[src/rtl/rom_bus_arbiter.sv]
// rom_bus_arbiter: owns the game-pak ROM bus and shares it between SNES host reads,
// GSU instruction-cache fetches and GSU ROM-buffer reads.
//
// Ports:
//   clk_i, rst_ni            core clock, asynchronous active-low reset
//   ron_i                    1 = GSU owns ROM, 0 = host owns ROM
//   host_rd_i/host_a_i       host read request (level) and address
//   host_d_o/host_rdy_o      host read data and one-cycle valid pulse
//   fetch_req_i/fetch_a_i    cache fetch request (held until rdy) and address
//   fetch_d_o/fetch_rdy_o    fetch data and one-cycle valid pulse
//   buf_req_i/buf_a_i        ROM-buffer request (held until rdy) and address
//   buf_d_o/buf_rdy_o        buffer data and one-cycle valid pulse
//   rom_a_o/rom_d_i          registered ROM address, ROM data
//   busy_o                   high while an access is in flight
module rom_bus_arbiter #(
    parameter int unsigned ROM_WAIT   = 4,
    parameter logic [7:0]  HOST_DUMMY = 8'h01
) (
    input  logic        clk_i,
    input  logic        rst_ni,
    input  logic        ron_i,
    input  logic        host_rd_i,
    input  logic [23:0] host_a_i,
    output logic [7:0]  host_d_o,
    output logic        host_rdy_o,
    input  logic        fetch_req_i,
    input  logic [23:0] fetch_a_i,
    output logic [7:0]  fetch_d_o,
    output logic        fetch_rdy_o,
    input  logic        buf_req_i,
    input  logic [23:0] buf_a_i,
    output logic [7:0]  buf_d_o,
    output logic        buf_rdy_o,
    output logic [23:0] rom_a_o,
    input  logic [7:0]  rom_d_i,
    output logic        busy_o
);

    localparam int unsigned CntW = (ROM_WAIT > 1) ? $clog2(ROM_WAIT) : 1;
    localparam logic GsuFetch = 1'b0;
    localparam logic GsuBuf   = 1'b1;

    typedef enum logic {StIdle, StAccess} state_e;
    typedef enum logic [1:0] {GntHost, GntFetch, GntBuf} gnt_e;

    state_e            state_q, state_d;
    gnt_e              gnt_q, gnt_d;
    logic [CntW-1:0]   cnt_q, cnt_d;
    logic              last_gsu_q, last_gsu_d;
    logic [23:0]       rom_a_q, rom_a_d;
    logic [7:0]        host_d_q, host_d_d, fetch_d_q, fetch_d_d, buf_d_q, buf_d_d;
    logic              host_rdy_q, host_rdy_d, fetch_rdy_q, fetch_rdy_d, buf_rdy_q, buf_rdy_d;
    logic              take_host, take_fetch, take_buf;
    logic              host_in_flight;

    always_comb begin
        take_host  = 1'b0;
        take_fetch = 1'b0;
        take_buf   = 1'b0;
        if (state_q == StIdle) begin
            if (!ron_i) begin
                take_host = host_rd_i;
            end else if (fetch_req_i && buf_req_i) begin
                // Round-robin: grant whichever GSU requester was not served last.
                take_fetch = (last_gsu_q == GsuBuf);
                take_buf   = (last_gsu_q == GsuFetch);
            end else begin
                take_fetch = fetch_req_i;
                take_buf   = buf_req_i;
            end
        end
    end

    assign host_in_flight = (state_q == StAccess) && (gnt_q == GntHost);

    always_comb begin
        state_d     = state_q;
        gnt_d       = gnt_q;
        cnt_d       = cnt_q;
        last_gsu_d  = last_gsu_q;
        rom_a_d     = rom_a_q;
        host_d_d    = host_d_q;
        fetch_d_d   = fetch_d_q;
        buf_d_d     = buf_d_q;
        host_rdy_d  = 1'b0;
        fetch_rdy_d = 1'b0;
        buf_rdy_d   = 1'b0;

        unique case (state_q)
            StIdle: begin
                if (take_host || take_fetch || take_buf) begin
                    state_d = StAccess;
                    cnt_d   = CntW'(ROM_WAIT - 1);
                    if (take_host) begin
                        gnt_d   = GntHost;
                        rom_a_d = host_a_i;
                    end else if (take_fetch) begin
                        gnt_d      = GntFetch;
                        rom_a_d    = fetch_a_i;
                        last_gsu_d = GsuFetch;
                    end else begin
                        gnt_d      = GntBuf;
                        rom_a_d    = buf_a_i;
                        last_gsu_d = GsuBuf;
                    end
                end
            end
            StAccess: begin
                if (cnt_q == '0) begin
                    state_d = StIdle;
                    unique case (gnt_q)
                        GntHost: begin
                            host_d_d   = rom_d_i;
                            host_rdy_d = 1'b1;
                        end
                        GntFetch: begin
                            fetch_d_d   = rom_d_i;
                            fetch_rdy_d = 1'b1;
                        end
                        GntBuf: begin
                            buf_d_d   = rom_d_i;
                            buf_rdy_d = 1'b1;
                        end
                        default: ;
                    endcase
                end else begin
                    cnt_d = cnt_q - 1'b1;
                end
            end
            default: state_d = StIdle;
        endcase

        // Host locked out while GSU owns ROM: answer with a dummy byte, never touching the bus.
        // Suppressed while a real host access drains so host_rdy never doubles up.
        if (ron_i && host_rd_i && !host_rdy_q && !host_in_flight) begin
            host_d_d   = HOST_DUMMY;
            host_rdy_d = 1'b1;
        end
    end

    always_ff @(posedge clk_i or negedge rst_ni) begin
        if (!rst_ni) begin
            state_q     <= StIdle;
            gnt_q       <= GntHost;
            cnt_q       <= '0;
            last_gsu_q  <= GsuBuf;
            rom_a_q     <= '0;
            host_d_q    <= '0;
            fetch_d_q   <= '0;
            buf_d_q     <= '0;
            host_rdy_q  <= 1'b0;
            fetch_rdy_q <= 1'b0;
            buf_rdy_q   <= 1'b0;
        end else begin
            state_q     <= state_d;
            gnt_q       <= gnt_d;
            cnt_q       <= cnt_d;
            last_gsu_q  <= last_gsu_d;
            rom_a_q     <= rom_a_d;
            host_d_q    <= host_d_d;
            fetch_d_q   <= fetch_d_d;
            buf_d_q     <= buf_d_d;
            host_rdy_q  <= host_rdy_d;
            fetch_rdy_q <= fetch_rdy_d;
            buf_rdy_q   <= buf_rdy_d;
        end
    end

    assign rom_a_o     = rom_a_q;
    assign host_d_o    = host_d_q;
    assign fetch_d_o   = fetch_d_q;
    assign buf_d_o     = buf_d_q;
    assign host_rdy_o  = host_rdy_q;
    assign fetch_rdy_o = fetch_rdy_q;
    assign buf_rdy_o   = buf_rdy_q;
    assign busy_o      = (state_q == StAccess);

endmodule
[config.mk]
export PLATFORM = sky130hd
export DESIGN_NAME = rom_bus_arbiter
export DESIGN_NICKNAME = d
export VERILOG_FILES = /design/src/rtl/rom_bus_arbiter.sv
export SDC_FILE = /design/constraint.sdc
export NUM_CORES = 1
export LEC_CHECK = 0
export CORE_AREA = 2 2 84 86
export CTS_BUF_LIST = sky130_fd_sc_hd__clkbuf_4 sky130_fd_sc_hd__clkbuf_8
export CTS_CLUSTER_DIAMETER = 100
export DETAILED_ROUTE_END_ITERATION = 16
export DIE_AREA = 0 0 86 88
export GPL_ROUTABILITY_DRIVEN = 0
export GPL_TIMING_DRIVEN = 0
export PLACE_DENSITY = 0.88
export RECOVER_POWER = 50
export SLEW_MARGIN = 20
export SYNTH_ARGS = -nofsm -noshare
export SYNTH_HDL_FRONTEND = slang
export SYNTH_SLANG_ARGS = --single-unit
[constraint.sdc]
create_clock -name clk_i -period 2.2 [get_ports clk_i]
set_input_delay 0.22 -clock clk_i [delete_from_list [all_inputs] [get_ports clk_i]]
set_output_delay 0.22 -clock clk_i [all_outputs]
set_load 0.1 [all_outputs]
-- After elaboration in Yosys (flattened, before gate mapping)
Index checks and enable logic that the tools add are counted.
- bitwise logic cells: 3
- $add $sub $neg: 1
- equality and inequality tests: 4
- reduce and logical (&&, ||, !) cells: 20
- multiplexer cells: 33
- operator list (operator ; count):
    $mux 24 ; 2
    $mux 8 ; 4
    $mux 1 ; 21
    $reduce_and 3->1 ; 4
    $mux 2 ; 4
    $reduce_bool 2->1 ; 3
    $logic_and 1x1->1 ; 5
    $logic_not 2->1 ; 2
    $pmux 2 s2 ; 1
    $reduce_and 2->1 ; 2
    $not 1->1 ; 3
    $eq 2x1->1 const B ; 1
    $eq 2x2->1 const B ; 1
    $logic_not 1->1 ; 2
    $logic_or 1x1->1 ; 2
    $ne 2x1->1 const B ; 1
    $ne 2x2->1 const B ; 1
    $pmux 1 s2 ; 1
    $sub 2x1->2 const B ; 1
- output and inout port bits: 52
- input port bits: 86
- register bits after elaboration: 57

-- Depth between registers and ports, before layout
Gate-level depths: netlist of run 1.
- depth in word-level cells: 8
- depth in mapped cells: 6

-- Worst setup path after synthesis of run 1
No wires, ideal clock.
- kind: flip-flop to flip-flop
- start: register state_q, in the netlist busy_o
- end: register buf_d_q[0], in the netlist buf_d_o[0]
- path slack: 0.241 ns
- clock period less this slack: 1.959 ns
- cell stages (with the launch flop): 4
- data required time: 2.074 ns
- arrival: 1.833 ns
- path through: dfrtp_1 -> buf_4 -> nand4b_2 -> mux2_2
- longest elaborated chain between the ends: 1
- RTL lines (what ; line ; text):
    start, declared ; 46 ; state_e state_q, state_d;
    start signal, assigned ; 143 ; state_q <= StIdle;
    start signal, assigned ; 155 ; state_q <= state_d;
    $reduce_and 3->1 (no line) ; - ;
    end signal, assigned ; 162 ; buf_d_q <= buf_d_d;
    end, declared ; 51 ; logic [7:0] host_d_q, host_d_d, fetch_d_q, fetch_d_d, buf_d_q, buf_d_d;
Every way passes these cells.
A chain may end at the register's enable or synchronous reset.

-- Worst setup path after layout of run 1
- start: register host_d_q[0], in the netlist host_d_o[0]
- end: output port host_d_o[0]
- RTL lines (what ; line ; text):
    start, declared ; 51 ;
    start signal, assigned ; 160 ; host_d_q <= host_d_d;
    end, declared ; 24 ; output logic [7:0] host_d_o,
No word-level cell between the ends.

==> impl_metrics.csv, run 1 <==
group,metric,value,unit
run_status,status,"finished, final reports clean",
layout,fillers,506,
sta,rsz0062_at_grt,"false",
layout,drive_above_1_share,10.6,%
logic_synthesis,synthCells,291,
sta,timing.fmax,0.483,GHz
min_path,holdCritPathClass,"input pin to flop",
logic_synthesis,ys_seq_elements,57,
grt,grt_pass1_wl,15300,microns
logic_synthesis,syn_nets,378,
placed_design,numPortBuffers,137,
flow_run,cap_violations,0,
sta,setup_violations,0,
grt,grt_use_total,25.7,%
critical_path,path_depth,1,
logic_synthesis,synth.avg_cell_area,10.2,sq um
grt,grt_max_degree,58,
logic_synthesis,yosys.area_share.simple,14.1,%
route,drtAntennaViolNets,0,
layout,mostFrequentLayoutCells,"clkdlybuf4s50_1 (134), dfrtp_1 (56), inv_1 (30)",
floorplan,rows,30,
sta,worstMarginPinSlew,1400,ps
route,drc,0,
floorplan,dieHeight,88,microns
layout,area_delta_synth_final,56.5,%
route,routedWlPerCell,18.0,microns
floorplan,ioPinCount,138,
clock_network,clock-root-buffer,"clkbuf_8",
logic_synthesis,synth_warnings,0,
critical_path,path_cells,"clkdlybuf4s50_1",
layout,post-route-util,69.8,%
route,drtIter0Drc,227,
min_path,hold_end,"rom_a_o[1]$_DFFE_PN0P_",
logic_synthesis,synth_mux_area_share,6.08,%
layout,final_nets,527,
clock_network,clk_latency,330,ps
floorplan,die_area,0.00757,sq mm
sta,setup_ws,129,ps
critical_path,cp.required,1980,ps
floorplan,core-area,0.00664,sq mm
route,via_per_inst,5.81,
clock_network,cts_made_buffers,9,
layout,diodes,0,
critical_path,critPathMaxFanout,2,
logic_synthesis,syn-cell-area,0.00296,sq mm
critical_path,cpPeakStageDelay,1160,ps
critical_path,r2r_cells,3,
critical_path,start_kind,"flop",
sta,hold_slack,480,ps
critical_path,path_buf_inv,1,
critical_path,r2r_slack,210,ps
clock_network,path_clk_slew,70,ps
logic_synthesis,synth_compound_area_share,22.8,%
floorplan,die_w,86,microns
critical_path,end_kind,"primary output",
logic_synthesis,ys_types,34,
grt,overflow,0,
route,drt_pass1_iterations,5,
clock_network,cts_tree,"yes",
logic_synthesis,synth_top_family_by_area,"compound AO/OA/AOI/OAI gates",
sta,finalHoldViolCount,0,
clock_network,cts_max_level,3,
logic_synthesis,synth_seq_area_share,48.2,%
sta,period_minus_slack,2070,ps
floorplan,initial_core_util,44.6,%
min_path,hold_depth,3,
logic_synthesis,synth_fa_ha_area_share,0.422,%
placed_design,dpl_worst_slack,106,ps
route,vias,3048,
sta,fin_crit_sh,94.2,%
sta,maxSlewHeadroom,6.60,%
logic_synthesis,yosys.area.top_type,"dfrtp_1",
clock_network,clock-sinks,57,
clock_network,postCtsSetupBuffers,0,
critical_path,cpMaxStageDelayCell,"clkdlybuf4s50_1",
critical_path,cp_top_family,"buffers and inverters",
layout,layout_commonest_cell,"clkdlybuf4s50_1",
critical_path,r2r_start,"busy_o$_DFF_PN0_",
grt,first_global_vias,3199,
layout,seqCellArea,0.00143,sq mm
sta,fin_skew,9.33,ps
clock_network,clock_path_buffers,2,
logic_synthesis,yosys-top-cells-area,"dfrtp_1 (47%), mux2_2 (6.1%), o211ai_1 (6.1%)",
logic_synthesis,yosys.area_share.xor_xnor,0,%
layout,multiInputGateArea,0.00127,sq mm
grt,antenna_found_initial,0,
critical_path,r2r-end,"fetch_d_o[5]$_DFFE_PN0P_",
route,wirelength,9430,microns
logic_synthesis,synth_top_area_share,47.3,%
sta,fin_tns_setup,0,ps
sta,maxSlewViolCount,0,
min_path,hp-start,"fetch_a_i[1]",
placed_design,dp_hpwl,6910,microns
critical_path,cp.arrival,1850,ps
critical_path,critPathKind,"flop to primary output",
state kept, by name, summed over array words and instances (netlist names):
register,cells
busy_o,1
fetch_d_o,8
gnt_q,2
host_rdy_o,1
host_d_o,8
last_gsu_q,1
cnt_q,2
buf_d_o,8
rom_a_o,24
buf_rdy_o,1
fetch_rdy_o,1
how the worst max path moves through the flow:
stage / startpoint / end
3_3_place_gp: rst_ni / buf_rdy_o$_DFF_PN0_
2_1_floorplan: busy_o$_DFF_PN0_ / buf_d_o[0]$_DFFE_PN0P_
4_1_cts: host_d_o[0]$_DFFE_PN0P_ / host_d_o[0]
5_1_grt: host_d_o[0]$_DFFE_PN0P_ / host_d_o[0]
3_5_place_dp: ron_i / host_d_o[7]$_DFFE_PN0P_
6_report: host_d_o[0]$_DFFE_PN0P_ / host_d_o[0]
stage by stage:
stage	area, sq um	cells
final	4640	525
after global routing	4640	525
after CTS	4660	525
after detailed placement	4430	508
after global placement	4430	508
after floorplan	2960	291
per-layer routing:
layer  vias to the layer above  GRT usage (%)  share of wire [%]
li1                       1391              -                  -
met1                      1494           31.8                 40
met5                         -              0                  0
met4                         0           12.0                2.7
met3                        21           3.96                6.1
met2                       142           44.3                 51
cell type report:
class                           count  area share [%]
Sequential cell                    57            30.8
Multi-Input combinational cell    177            27.4
Timing Repair Buffer              138            29.6
Tap cell                           80            2.16
Buffer                             27            2.75
Inverter                           30            2.43
Clock buffer                       11            3.13
Clock inverter                      5            1.70
repair_timing:
item,4_1_cts,5_1_grt
setup endpoints to repair,1,0
gates resized for setup,1,0
hold endpoints to repair,56,0
hold buffers,1,0
Yosys cell counts:
cell type,count
nand3b_1,12
and3b_1,1
nor4bb_1,1
o21ai_0,10
nor2b_4,1
a21o_1,1
nor3_1,1
nand2_1,19
nor2_1,4
o211ai_1,24
clkbuf_1,8
nand2b_1,4
nand4b_2,1
clkbuf_2,1
buf_1,1
ha_1,1
nor2b_1,1
or3_1,10
buf_4,6
a22oi_1,2
o32ai_1,14
a32oi_1,14
buf_2,11
mux2_2,16
nand4_2,1
a211oi_1,1
nand3_1,14
inv_1,30
a32o_1,10
a21oi_1,12
dfstp_2,1
a22o_1,1
nand4bb_1,1
dfrtp_1,56
kinds of logic (layout without fill, tap and decap cells):
logic type,count (synthesis),in the layout
and+or+nand+nor,71,71
adders and majority gates,1,1
buffers and inverters,57,211
DFF,57,57
AOI/OAI and AO/OA,89,89
muxes,16,16
Power of run 1 is not shown: default switching activity piles up to over one toggle a cycle in this logic, so the estimate is an artifact.
==> run 2, diff against run 1 <==
--- a/config.mk
+++ b/config.mk
@@ -7,13 +7,14 @@
 export LEC_CHECK = 0
 export CORE_AREA = 2 2 84 86
 export CTS_BUF_LIST = sky130_fd_sc_hd__clkbuf_4 sky130_fd_sc_hd__clkbuf_8
-export CTS_CLUSTER_DIAMETER = 100
+export CTS_CLUSTER_DIAMETER = 60
 export DETAILED_ROUTE_END_ITERATION = 16
 export DIE_AREA = 0 0 86 88
 export GPL_ROUTABILITY_DRIVEN = 0
 export GPL_TIMING_DRIVEN = 0
 export PLACE_DENSITY = 0.88
 export RECOVER_POWER = 50
+export SKIP_LAST_GASP = 1
 export SLEW_MARGIN = 20
 export SYNTH_ARGS = -nofsm -noshare
 export SYNTH_HDL_FRONTEND = slang
==> constraint.sdc (replaced) <==
create_clock -name clk_i -period 2.2 [get_ports clk_i]
set_input_delay 0.22 -clock clk_i [delete_from_list [all_inputs] [get_ports clk_i]]
set_output_delay 0.22 -clock clk_i [all_outputs]
set_load 0.01 [all_outputs]
==> impl_metrics.csv, run 2 (synthesized netlist as in run 1, its figures left out) <==
group,metric,value,unit
layout,diodes,0,
sta,setup_violations,0,
grt,grt_use_total,25.7,%
pwr,combPwrFrac,45.8,%
floorplan,initial_core_util,44.6,%
sta,fin_tns_setup,0,ps
layout,final_nets,527,
route,drc,0,
clock_network,cts_hold_buf,1,
route,via_per_inst,5.77,
pwr,finalPower,5480,uW
layout,layout_commonest_cell,"clkdlybuf4s50_1",
clock_network,postCtsSetupBuffers,0,
sta,rsz0062_at_grt,"false",
grt,grt_pass1_wl,15300,microns
critical_path,crit_path_start,"cnt_q[0]$_DFFE_PN0P_",
floorplan,die_w,86,microns
critical_path,path_cells,"inv_1 > ha_1 > nand4_1 > mux2_2",
placed_design,dp_hpwl,6910,microns
route,vias,3027,
critical_path,r2r_cells,4,
min_path,holdCritPathClass,"input pin to flop",
critical_path,end_kind,"flop",
floorplan,rows,30,
grt,grt_max_degree,58,
critical_path,critPathMaxFanout,9,
grt,first_global_vias,3199,
sta,worstMarginPinSlew,1400,ps
clock_network,cts_made_buffers,9,
layout,drive_above_1_share,11.7,%
clock_network,clock-sinks,57,
pwr,p_leak,0.00193,uW
clock_network,cts_max_level,3,
sta,maxSlewViolCount,0,
pwr,p_switching,1860,uW
sta,fin_crit_sh,81.6,%
route,wirelength,9460,microns
critical_path,cpMaxStageDelayCell,"nand4_1",
sta,timing.fmax,0.557,GHz
critical_path,r2r_start,"cnt_q[0]$_DFFE_PN0P_",
route,drt_pass1_iterations,4,
clock_network,cts_tree,"yes",
sta,maxSlewHeadroom,6.85,%
critical_path,cp.arrival,2010,ps
critical_path,cp.required,2410,ps
clock_network,clk_latency,340,ps
placed_design,place_inst,508,
clock_network,cts.repair.resized,0,
sta,fin_skew,11.4,ps
layout,final_area,0.00465,sq mm
critical_path,start_kind,"flop",
layout,fillers,501,
floorplan,die_area,0.00757,sq mm
pwr,p_clk_share,19.9,%
floorplan,dieHeight,88,microns
placed_design,place_area,0.00443,sq mm
sta,hold_slack,484,ps
sta,period_minus_slack,1800,ps
critical_path,path_depth,4,
critical_path,cpPeakStageDelay,490,ps
floorplan,ioPinCount,138,
flow_run,cap_violations,0,
critical_path,cp_top_family,"simple AND/OR/NAND/NOR gates",
layout,largest_reg_flops,24,
critical_path,path_buf_inv,1,
layout,stdcell_count,525,
pwr,power_frac_seq,34.2,%
layout,mostFrequentLayoutCells,"clkdlybuf4s50_1 (113), dfrtp_1 (56), inv_1 (30)",
min_path,hold_depth,3,
critical_path,r2r-end,"fetch_d_o[5]$_DFFE_PN0P_",
run_status,status,"finished, final reports clean",
pwr,ir_drop,525,uV
pwr,swShare,34.0,%
route,drtIter0Drc,231,
clock_network,clock-root-buffer,"clkbuf_8",
placed_design,numPortBuffers,137,
grt,antenna_found_initial,0,
grt,overflow,0,
critical_path,r2r_slack,400,ps
critical_path,critPathKind,"flop to flop",
clock_network,clock_path_buffers,2,
route,routedWlPerCell,18.0,microns
pwr,p_per_area,1180,mW/mm^2
clock_network,path_clk_slew,70,ps
sta,finalHoldViolCount,0,
pwr,p_int,3620,uW
floorplan,core-area,0.00664,sq mm
layout,area_delta_synth_final,56.9,%
route,drtAntennaViolNets,0,
critical_path,endpoint,"fetch_d_o[5]$_DFFE_PN0P_",
run 2: final cells by class:
cell class / instances / area, sq um / share of cell area (%)
Multi-Input combinational cell: 177 / 1270 / 27.3
Timing Repair Buffer: 138 / 1380 / 29.6
Sequential cell: 57 / 1430 / 30.7
Inverter: 30 / 113 / 2.42
Clock inverter: 5 / 78.8 / 1.70
Tap cell: 80 / 100 / 2.15
Buffer: 27 / 138 / 2.96
Clock buffer: 11 / 145 / 3.12
run 2: worst min-delay path by stage:
stage                              end                     from  slack (ps)
6_report        rom_a_o[1]$_DFFE_PN0P_             fetch_a_i[1]         480
5_1_grt        rom_a_o[11]$_DFFE_PN0P_            fetch_a_i[11]         490
4_1_cts         rom_a_o[1]$_DFFE_PN0P_             fetch_a_i[1]         470
3_5_place_dp   rom_a_o[12]$_DFFE_PN0P_                   rst_ni         320
3_3_place_gp   rom_a_o[15]$_DFFE_PN0P_  rom_a_o[15]$_DFFE_PN0P_         480
2_1_floorplan   buf_d_o[0]$_DFFE_PN0P_                   rst_ni         -80
run 2: worst register-to-register path: stages (launching register included):
cell and delay [ps]:
dfrtp_1 380, inv_1 70, ha_1 270, nand4_1 490, mux2_2 460
run 2: power groups by stage:
stage          sequential (uW)  clock, uW  combinational, uW
2_1_floorplan             2070          0                981
3_3_place_gp              1870          0               2520
3_5_place_dp              1890          0               2590
4_1_cts                   1880       1110               2610
5_1_grt                   1950       1160               2710
6_report                  1880       1090               2510
run 2: per-stage QoR:
step | setup slack (ps) | util [%]
5_1_grt | 285 | 70.0
3_5_place_dp | 106 | 66.7
4_1_cts | 487 | 70.2
6_report | 404 | 70.0
3_3_place_gp | -856 | 66.7
2_1_floorplan | 761 | -
run 2: metal layers:
metal	wire, microns	share of wire (%)	GRT usage [%]
met1	3870	41	31.8
met3	565	6.0	3.96
met5	0	0	0
met4	238	2.5	12.0
met2	4780	51	44.3
(Power assumes the default switching activity.)
==> run 3, diff against run 2 <==
--- a/config.mk
+++ b/config.mk
@@ -5,14 +5,14 @@
 export SDC_FILE = /design/constraint.sdc
 export NUM_CORES = 1
 export LEC_CHECK = 0
-export CORE_AREA = 2 2 84 86
+export CORE_AREA = 2 2 91 93
 export CTS_BUF_LIST = sky130_fd_sc_hd__clkbuf_4 sky130_fd_sc_hd__clkbuf_8
 export CTS_CLUSTER_DIAMETER = 60
 export DETAILED_ROUTE_END_ITERATION = 16
-export DIE_AREA = 0 0 86 88
+export DIE_AREA = 0 0 93 95
 export GPL_ROUTABILITY_DRIVEN = 0
 export GPL_TIMING_DRIVEN = 0
-export PLACE_DENSITY = 0.88
+export PLACE_DENSITY = 0.8
 export RECOVER_POWER = 50
 export SKIP_LAST_GASP = 1
 export SLEW_MARGIN = 20
==> constraint.sdc (replaced) <==
create_clock -name clk_i -period 1.5 [get_ports clk_i]
set_input_delay 0.15 -clock clk_i [delete_from_list [all_inputs] [get_ports clk_i]]
set_output_delay 0.15 -clock clk_i [all_outputs]
set_load 0.01 [all_outputs]
==> impl_metrics.csv, run 3 (synthesized netlist as in run 1, its figures left out) <==
group,metric,value,unit
layout,largest_reg_flops,24,
pwr,ir_drop,1140,uV
grt,grt_pass1_wl,15000,microns
placed_design,numPortBuffers,137,
layout,drive_above_1_share,16.7,%
layout,diodes,0,
clock_network,clock-root-buffer,"clkbuf_8",
sta,maxSlewHeadroom,47.7,%
clock_network,clock_path_buffers,2,
clock_network,cts_max_level,3,
floorplan,dieHeight,95,microns
grt,first_global_vias,3089,
sta,fin_skew,12.8,ps
critical_path,end_kind,"flop",
critical_path,cpMaxStageDelayCell,"dfrtp_2",
layout,layout_commonest_cell,"clkdlybuf4s50_1",
floorplan,rows,33,
critical_path,r2r_cells,4,
pwr,p_leak,0.00199,uW
sta,timing.fmax,0.651,GHz
clock_network,cts_made_buffers,9,
sta,setup_ws,-36.5,ps
floorplan,die_area,0.00884,sq mm
critical_path,r2r_start,"busy_o$_DFF_PN0_",
flow_run,cap_violations,0,
sta,period_minus_slack,1540,ps
sta,finalHoldViolCount,0,
sta,worstMarginPinSlew,784,ps
critical_path,critPathKind,"flop to flop",
route,via_per_inst,5.43,
route,routedWlPerCell,17.5,microns
sta,maxSlewViolCount,0,
placed_design,dpl_worst_slack,-548,ps
route,vias,3001,
critical_path,path_cells,"nand3b_1 > clkbuf_8 > or3_1 > a32o_1",
critical_path,r2r-end,"rom_a_o[19]$_DFFE_PN0P_",
critical_path,cp.arrival,1750,ps
route,drt_pass1_iterations,4,
grt,grt_use_total,21.9,%
min_path,hp-start,"fetch_a_i[8]",
grt,antenna_found_initial,0,
floorplan,die_w,93,microns
placed_design,dp_hpwl,6840,microns
layout,area_delta_synth_final,64.4,%
clock_network,cts_tree,"yes",
sta,fin_crit_sh,102,%
sta,fin_tns_setup,-190,ps
route,wirelength,9670,microns
sta,setup_violations,9,
clock_network,path_clk_slew,80,ps
min_path,hold_end,"rom_a_o[8]$_DFFE_PN0P_",
layout,stdcell_count,553,
run_status,failed_checks,"negative setup slack",
layout,multiInputGateArea,0.00137,sq mm
placed_design,place_inst,534,
floorplan,core-area,0.00793,sq mm
sta,rsz0062_at_grt,"true",
route,drtAntennaViolNets,0,
layout,fillers,679,
clock_network,clk_latency,330,ps
pwr,p_per_area,1770,mW/mm^2
critical_path,cp.required,1710,ps
critical_path,r2r_slack,-40,ps
grt,overflow,0,
critical_path,critPathMaxFanout,10,
run_status,status,"finished, violations left",
layout,mostFrequentLayoutCells,"clkdlybuf4s50_1 (135), dfrtp_1 (55), inv_1 (30)",
min_path,hold_depth,3,
critical_path,start_kind,"flop",
layout,final_nets,530,
clock_network,clock-sinks,57,
pwr,finalPower,8610,uW
layout,seqCellArea,0.00143,sq mm
critical_path,cpPeakStageDelay,450,ps
route,drc,0,
grt,grt_max_degree,58,
min_path,holdCritPathClass,"input pin to flop",
floorplan,ioPinCount,138,
route,drtIter0Drc,189,
floorplan,initial_core_util,37.4,%
==> run 3: cell count changes in the layout (fill, tap and decap cells not counted), sizes merged <==
cell / before / now
clkbuf: 22 / 21
clkinvlp: 0 / 1
clkinv: 3 / 1
buf: 17 / 21
dlymetal6s2s: 0 / 1
dlygate4sd3: 24 / 1
clkdlybuf4s50: 113 / 135
bufinv: 2 / 3
==> run 3: how the worst max path moves through the flow <==
stage               slack (ps)                      end  cells past startpoint        startpoint
finish                     -40  rom_a_o[19]$_DFFE_PN0P_                      4  busy_o$_DFF_PN0_
floorplan                   60  rom_a_o[20]$_DFFE_PN0P_                      4  busy_o$_DFF_PN0_
global placement         -1540  rom_a_o[20]$_DFFE_PN0P_                      1            rst_ni
detailed placement        -550  host_d_o[2]$_DFFE_PN0P_                      4             ron_i
CTS                        -30  rom_a_o[19]$_DFFE_PN0P_                      4  busy_o$_DFF_PN0_
global route               -90  rom_a_o[16]$_DFFE_PN0P_                      4  busy_o$_DFF_PN0_
==> run 3: area by class of cell <==
cell class,count,area share (%)
plain buffers,24,3.18
inverters,30,2.31
clock inverters,5,2.11
repair buffers,144,29.3
clock buffers,11,2.98
well taps,105,2.70
multi-input cells,177,28.1
flip-flops and latches,57,29.3
==> run 3: worst max-delay path: cells and delay by family (launching register included) <==
kind | cells | cell delay, ps
compound gates | 1 | 260
buf+inv | 1 | 190
flops | 1 | 450
simple gates | 2 | 530
==> run 3: stage by stage <==
step           hold WS [ps]  utilization (%)  area [sq um]
3_3_place_gp            476             56.3          4470
4_1_cts                 344             60.9          4830
2_1_floorplan          -146                -          2960
3_5_place_dp            164             56.6          4490
6_report                402             61.5          4870
5_1_grt                 422             61.5          4870
==> run 3: what timing repair did <==
action | in CTS | in global routing
setup endpoints to repair | 46 | 30
endpoints found under the hold margin | 56 | 0
pin swaps | 0 | 2
setup buffers | 2 | 3
hold buffers | 1 | 0
gates resized for setup | 17 | 12
==> run 3: power breakdown <==
part           total (uW)  switching [uW]  internal (uW)  leakage, uW
registers            2770             474           2300     0.000678
clock network        1770             609           1160     0.000123
logic                4070            1790           2270      0.00119
total                8610            2880           5740      0.00199
==> run 3: routing by layer <==
layer	part of all wire [%]	global-route usage, %	wire (microns)
met1	41	27.3	3920
met3	8.6	6.86	833
met5	0	0	0
met2	49	35.5	4770
met4	1.5	8.82	144
